<file path="config.mk">
export PLATFORM = sky130hd
export DESIGN_NAME = fb_write_ctrl
export DESIGN_NICKNAME = d
export VERILOG_FILES = /design/src/rtl/fb_pkg.sv /design/src/rtl/fb_addr_counter.sv /design/src/rtl/fb_write_ctrl.sv
export SDC_FILE = /design/constraint.sdc
export NUM_CORES = 1
export LEC_CHECK = 0
export ABC_AREA = 1
export CAP_MARGIN = 40
export CORE_MARGIN = 8
export CORE_UTILIZATION = 47
export DETAILED_ROUTE_END_ITERATION = 8
export PLACE_DENSITY = 0.81
export SYNTH_ARGS = -nofsm -noshare
export SYNTH_HDL_FRONTEND = slang
export SYNTH_SLANG_ARGS = --single-unit
</file>
<file path="constraint.sdc">
create_clock -name clk -period 2.7 [get_ports clk]
set_input_delay 0.54 -clock clk [delete_from_list [all_inputs] [get_ports clk]]
set_output_delay 0.54 -clock clk [all_outputs]
set_load 0.03 [all_outputs]
</file>
<file path="src/rtl/fb_pkg.sv">
// Shared constants and state encoding for the frame-buffer write-port controller.
package fb_pkg;

  localparam int FB_ADDR_W       = 19;
  localparam int FB_DATA_W       = 12;
  localparam int FB_FRAME_PIXELS = 307200;

  typedef enum logic [1:0] {
    ST_IDLE    = 2'd0,
    ST_CAPTURE = 2'd1,
    ST_CLEAR   = 2'd2
  } fb_state_t;

endpackage

</file>
<file path="src/rtl/fb_addr_counter.sv">
// Linear 0..FRAME_PIXELS-1 address counter; cur/last describe the address used this cycle.
module fb_addr_counter
  import fb_pkg::*;
#(
  parameter int ADDR_W       = FB_ADDR_W,
  parameter int FRAME_PIXELS = FB_FRAME_PIXELS
) (
  input  logic              clk,
  input  logic              rst,
  input  logic              clr,
  input  logic              inc,
  output logic [ADDR_W-1:0] cur,
  output logic              last
);

  localparam logic [ADDR_W-1:0] LAST_ADDR = ADDR_W'(FRAME_PIXELS - 1);

  logic [ADDR_W-1:0] count;

  // A clear in the same cycle as an increment makes this cycle's address 0, so the next is 1.
  assign cur  = clr ? '0 : count;
  assign last = (cur == LAST_ADDR);

  always_ff @(posedge clk or posedge rst) begin
    if (rst) begin
      count <= '0;
    end else if (inc) begin
      count <= last ? '0 : cur + 1'b1;
    end else if (clr) begin
      count <= '0;
    end
  end

endmodule

</file>
<file path="src/rtl/fb_write_ctrl.sv">
// Frame-buffer port-A sequencer: camera capture, overlay arbitration, optional full-frame
// clear when FB_CLEAR_EN is defined.
module fb_write_ctrl
  import fb_pkg::*;
#(
  parameter int ADDR_W       = FB_ADDR_W,
  parameter int DATA_W       = FB_DATA_W,
  parameter int FRAME_PIXELS = FB_FRAME_PIXELS
) (
  input  logic              clk,
  input  logic              rst,
  input  logic              cam_vsync,
  input  logic              cam_valid,
  input  logic [DATA_W-1:0] cam_data,
  input  logic              ovl_req,
  input  logic [ADDR_W-1:0] ovl_addr,
  input  logic [DATA_W-1:0] ovl_data,
  output logic              ovl_gnt,
  output logic              ovl_err,
  input  logic              clear_start,
  input  logic [DATA_W-1:0] clear_color,
  output logic              wea,
  output logic [ADDR_W-1:0] addra,
  output logic [DATA_W-1:0] dina,
  output logic              busy,
  output logic              frame_done,
  output logic              clear_done
);

  localparam logic [ADDR_W:0] FRAME_END = (ADDR_W + 1)'(FRAME_PIXELS);

  fb_state_t         state;
  logic              vsync_q;
  logic              vsync_rise;
  logic              cam_wr;
  logic              cam_clr;
  logic              cam_last;
  logic [ADDR_W-1:0] cam_cur;
  logic              in_clear;
  logic              ovl_take;
  logic              ovl_ok;

  assign vsync_rise = cam_vsync & ~vsync_q;
  assign cam_wr     = (state == ST_CAPTURE) & cam_valid;
  assign cam_clr    = vsync_rise & (state != ST_CLEAR);
  assign ovl_ok     = ({1'b0, ovl_addr} < FRAME_END);
  // The overlay only gets slots nobody else wants, and never twice back to back.
  assign ovl_take   = ~in_clear & ~cam_wr & ovl_req & ~ovl_gnt;
  assign busy       = (state != ST_IDLE);

  fb_addr_counter #(
    .ADDR_W      (ADDR_W),
    .FRAME_PIXELS(FRAME_PIXELS)
  ) u_cam_addr (
    .clk (clk),
    .rst (rst),
    .clr (cam_clr),
    .inc (cam_wr),
    .cur (cam_cur),
    .last(cam_last)
  );

`ifdef FB_CLEAR_EN
  logic              clr_go;
  logic              clr_last;
  logic [ADDR_W-1:0] clr_cur;
  logic [DATA_W-1:0] clear_q;

  assign in_clear = (state == ST_CLEAR);
  assign clr_go   = (state == ST_IDLE) & clear_start & ~vsync_rise;

  fb_addr_counter #(
    .ADDR_W      (ADDR_W),
    .FRAME_PIXELS(FRAME_PIXELS)
  ) u_clear_addr (
    .clk (clk),
    .rst (rst),
    .clr (clr_go),
    .inc (in_clear),
    .cur (clr_cur),
    .last(clr_last)
  );
`else
  logic unused_clear;

  assign in_clear     = 1'b0;
  assign clear_done   = 1'b0;
  assign unused_clear = ^{clear_start, clear_color};
`endif

  always_ff @(posedge clk or posedge rst) begin
    if (rst) begin
      state      <= ST_IDLE;
      vsync_q    <= 1'b0;
      wea        <= 1'b0;
      addra      <= '0;
      dina       <= '0;
      ovl_gnt    <= 1'b0;
      ovl_err    <= 1'b0;
      frame_done <= 1'b0;
`ifdef FB_CLEAR_EN
      clear_done <= 1'b0;
      clear_q    <= '0;
`endif
    end else begin
      vsync_q    <= cam_vsync;
      wea        <= 1'b0;
      ovl_gnt    <= 1'b0;
      ovl_err    <= 1'b0;
      frame_done <= 1'b0;
`ifdef FB_CLEAR_EN
      clear_done <= 1'b0;
`endif

      case (state)
        ST_IDLE: begin
          if (vsync_rise) begin
            state <= ST_CAPTURE;
`ifdef FB_CLEAR_EN
          end else if (clear_start) begin
            state   <= ST_CLEAR;
            clear_q <= clear_color;
`endif
          end
        end
        ST_CAPTURE: begin
          if (cam_wr && cam_last) begin
            state <= ST_IDLE;
          end
        end
`ifdef FB_CLEAR_EN
        ST_CLEAR: begin
          if (clr_last) begin
            state <= ST_IDLE;
          end
        end
`endif
        default: state <= ST_IDLE;
      endcase

      // Fixed priority: clear, then camera, then overlay.
`ifdef FB_CLEAR_EN
      if (in_clear) begin
        wea        <= 1'b1;
        addra      <= clr_cur;
        dina       <= clear_q;
        clear_done <= clr_last;
      end else
`endif
      if (cam_wr) begin
        wea        <= 1'b1;
        addra      <= cam_cur;
        dina       <= cam_data;
        frame_done <= cam_last;
      end else if (ovl_take) begin
        ovl_gnt <= 1'b1;
        ovl_err <= ~ovl_ok;
        wea     <= ovl_ok;
        if (ovl_ok) begin
          addra <= ovl_addr;
          dina  <= ovl_data;
        end
      end
    end
  end

endmodule

</file>
==> results.yml <==
run_status:
  outcome: "finished, final reports clean"
worst_setup_path:
  cp_max_fo: 7
  cp_cell_sequence: "clkdlybuf4s50_1, nand2_4, nand2_1, inv_1, ha_1, nand2_1, inv_1, nand2_1, nor2_4, nand4_2, inv_1, nor2_1"
  worstPathArrival_ns: 2.46
  cp_slowest_cell: "clkdlybuf4s50_1"
  worst_ep_required_time_ns: 2.92
  cp-end-kind: "flip-flop"
  critical_path_class: "primary input to flip-flop"
  cpPeakStageDelay_ns: 0.48
  reg2regPathDepth: 12
  cp-start-kind: "primary input"
floorplan:
  design.die.area_um2: 9440
  ios: 98
  die_x_um: 97.2
  initial_core_util_pct: 48.7
  rows: 29
  core-area_um2: 6350
  chipHeight_um: 97.2
clocking:
  cts_buffer_depth: 2
  htree_num_levels: 2
  clk_latency_ns: 0.32
  cts_buffers: 5
  cts_sinks: 56
  cts-resized-gates: 0
  cts_setup_buffers: 0
  clkTransAtPathRegs_ns: 0.10
  cts_root_buf: "clkbuf_8"
  hold_buffers: 0
  cts_tree: "done"
layout:
  multiInputGateArea_um2: 1430
  fill_cells: 552
  finalNetCount: 529
  fin_cells: 545
  fin_area_um2: 4110
  antenna-diode-count: 0
  drive_above_1_share_pct: 11.3
  layout.area.seq_um2: 1400
  fin_util_pct: 64.7
  syn_to_final_growth_pct: 32.7
timing:
  max_freq_mhz: 446
  slew_headroom_pct: 58.0
  postLayoutSetupSlackWorst_ns: 0.459
  whs_ns: 0.515
  fin_setup_tns_ns: 0
  grt_setup_unrepaired: "no"
  fin_crit_ns: 2.24
  worst_pin_slew_ns: 0.629
  hold_viol: 0
  fin_skew_ns: 0.0119
  post-route-period-util_pct: 83.0
  slew_viol_final: 0
  finalSetupViolCount: 0
placement:
  placed_area_um2: 3990
  gp_congestion: 0.886
  port_buffers: 83
  post-dp-hpwl_um: 6550
  post-place-ws_ns: 0.138
  dp_cells: 537
logic_synthesis:
  synthTopCellsByCount: "nand2_1 (83), nand3_1 (76), dfrtp_1 (56), inv_1 (39), nor2_1 (27)"
  synth_edf_count: 0
  synth-seq-cells: 56
  avgSynthCellArea_um2: 7.98
  synth_cells: 388
  synth.distinct_cells: 35
  ys_async_sr_fraction_pct: 100
  synth_area_leaders: "dfrtp_1 (45%), nand3_1 (12%), nand2_1 (10%)"
  syn_nets: 450
  synth-seq-area-share_pct: 45.3
  yosysMostFrequentCell: "nand2_1"
  synth_top_area_share_pct: 45.3
  yosysTopAreaCell: "dfrtp_1"
  ys_warn_count: 0
  ys.flop_type: "dfrtp_1"
  synth_area_um2: 3100
drt:
  first_iter_violations: 178
  drc: 0
  drtAntennaViolNets: 0
  vias_per_cell: 5.51
  num_vias: 3002
  post_drt_wl_per_cell_um: 16.0
  routed_wl_um: 8720
  first_pass_iters: 6
grt:
  overflow: 0
  grt_start_max_net_pins: 39
  grt_pass1_vias: 2891
  grt_pass1_wl_um: 14500
  antenna_found_initial: 0
  track_usage_pct: 18.4
worst_hold_path:
  hold_path.class: "flip-flop to flip-flop"
  worstHoldPathCells: 2
pwr:
  max-vdd-ir-drop_mv: 0.395
  powerDensity_nw_per_um2: 492
  p_total_mw: 2.02
  p_leak_nw: 1.90
run:
  maxCapViolations: 0
## final timing paths
path / from / to / slack, ns
max in group asynchronous: rst / u_cam_addr.count[13]$_DFF_PP0_ / 1.50
min in group asynchronous: rst / u_cam_addr.count[2]$_DFF_PP0_ / 0.60
max: cam_vsync / u_cam_addr.count[11]$_DFF_PP0_ / 0.46
max reg2reg: vsync_q$_DFF_PP0_ / u_cam_addr.count[11]$_DFF_PP0_ / 0.79
min: addra[17]$_DFFE_PP0P_ / addra[17]$_DFFE_PP0P_ / 0.51
min reg2reg: addra[17]$_DFFE_PP0P_ / addra[17]$_DFFE_PP0P_ / 0.51
## where the power goes
group	internal [mW]	leakage (nW)	switching, mW
Sequential	0.903	0.729	0.0346
Clock	0.280	0.0548	0.296
Combinational	0.219	1.12	0.286
Total	1.40	1.90	0.616
## critical path: cells and delay by family
kind                     cells  cell delay (ns)
adder cells (fa/ha/maj)      1             0.19
buffers and inverters        4             0.80
AND/OR/NAND/NOR              7             0.91
## routing by layer
layer / wire length, um / track usage [%] / vias to the layer above
met5: 0 / 0 / -
met4: 153 / 6.15 / 0
met3: 584 / 4.05 / 10
met2: 4170 / 30.6 / 127
met1: 3810 / 23.0 / 1418
li1: - / - / 1447
## state kept, by name (all words and copies together) (netlist names)
register and count:
addra 19, frame_done 1, wea 1, ovl_err 1, dina 12, ovl_gnt 1
u_cam_addr.count 19, state 1, vsync_q 1
## cells by family (layout without fill, tap and decap cells)
group | count (synthesis) | after routing | synth area share [%]
AO/OA/AOI/OAI | 37 | 37 | 8.77
XOR/XNOR | 4 | 4 | 1.13
adder cells (fa/ha/maj) | 1 | 1 | 0.404
buffers and inverters | 61 | 141 | 8.57
flip-flops | 56 | 56 | 45.3
other | 1 | 1 | 0.121
AND/OR/NAND/NOR | 228 | 228 | 35.7
## cell type report
class / instances / area share, %
clock buffer: 5 / 1.68
tap: 77 / 2.35
inverter: 41 / 3.75
timing repair buffer: 92 / 22.2
sequential: 56 / 34.1
multi-input combinational: 271 / 34.8
clock inverter: 3 / 1.13
## cell usage in the layout (no fill, tap or decap), drive strengths merged
cell	synthesis	final
nand2	87	87
clkdlybuf4s50	0	83
nand3	79	79
dfrtp	56	56
inv	41	42
nor2	34	34
o211ai	22	22
or2	12	12
o21ai	10	10
nand4	9	9
buf	14	9
clkbuf	6	5
nor3	5	5
xor2	4	4
a21oi	2	2
and2	1	1
o21a	1	1
o21bai	1	1
nor4	1	1
a31oi	1	1
ha	1	1
conb	1	1
bufinv	0	1
clkinvlp	0	1
(Power assumes the default switching activity.)
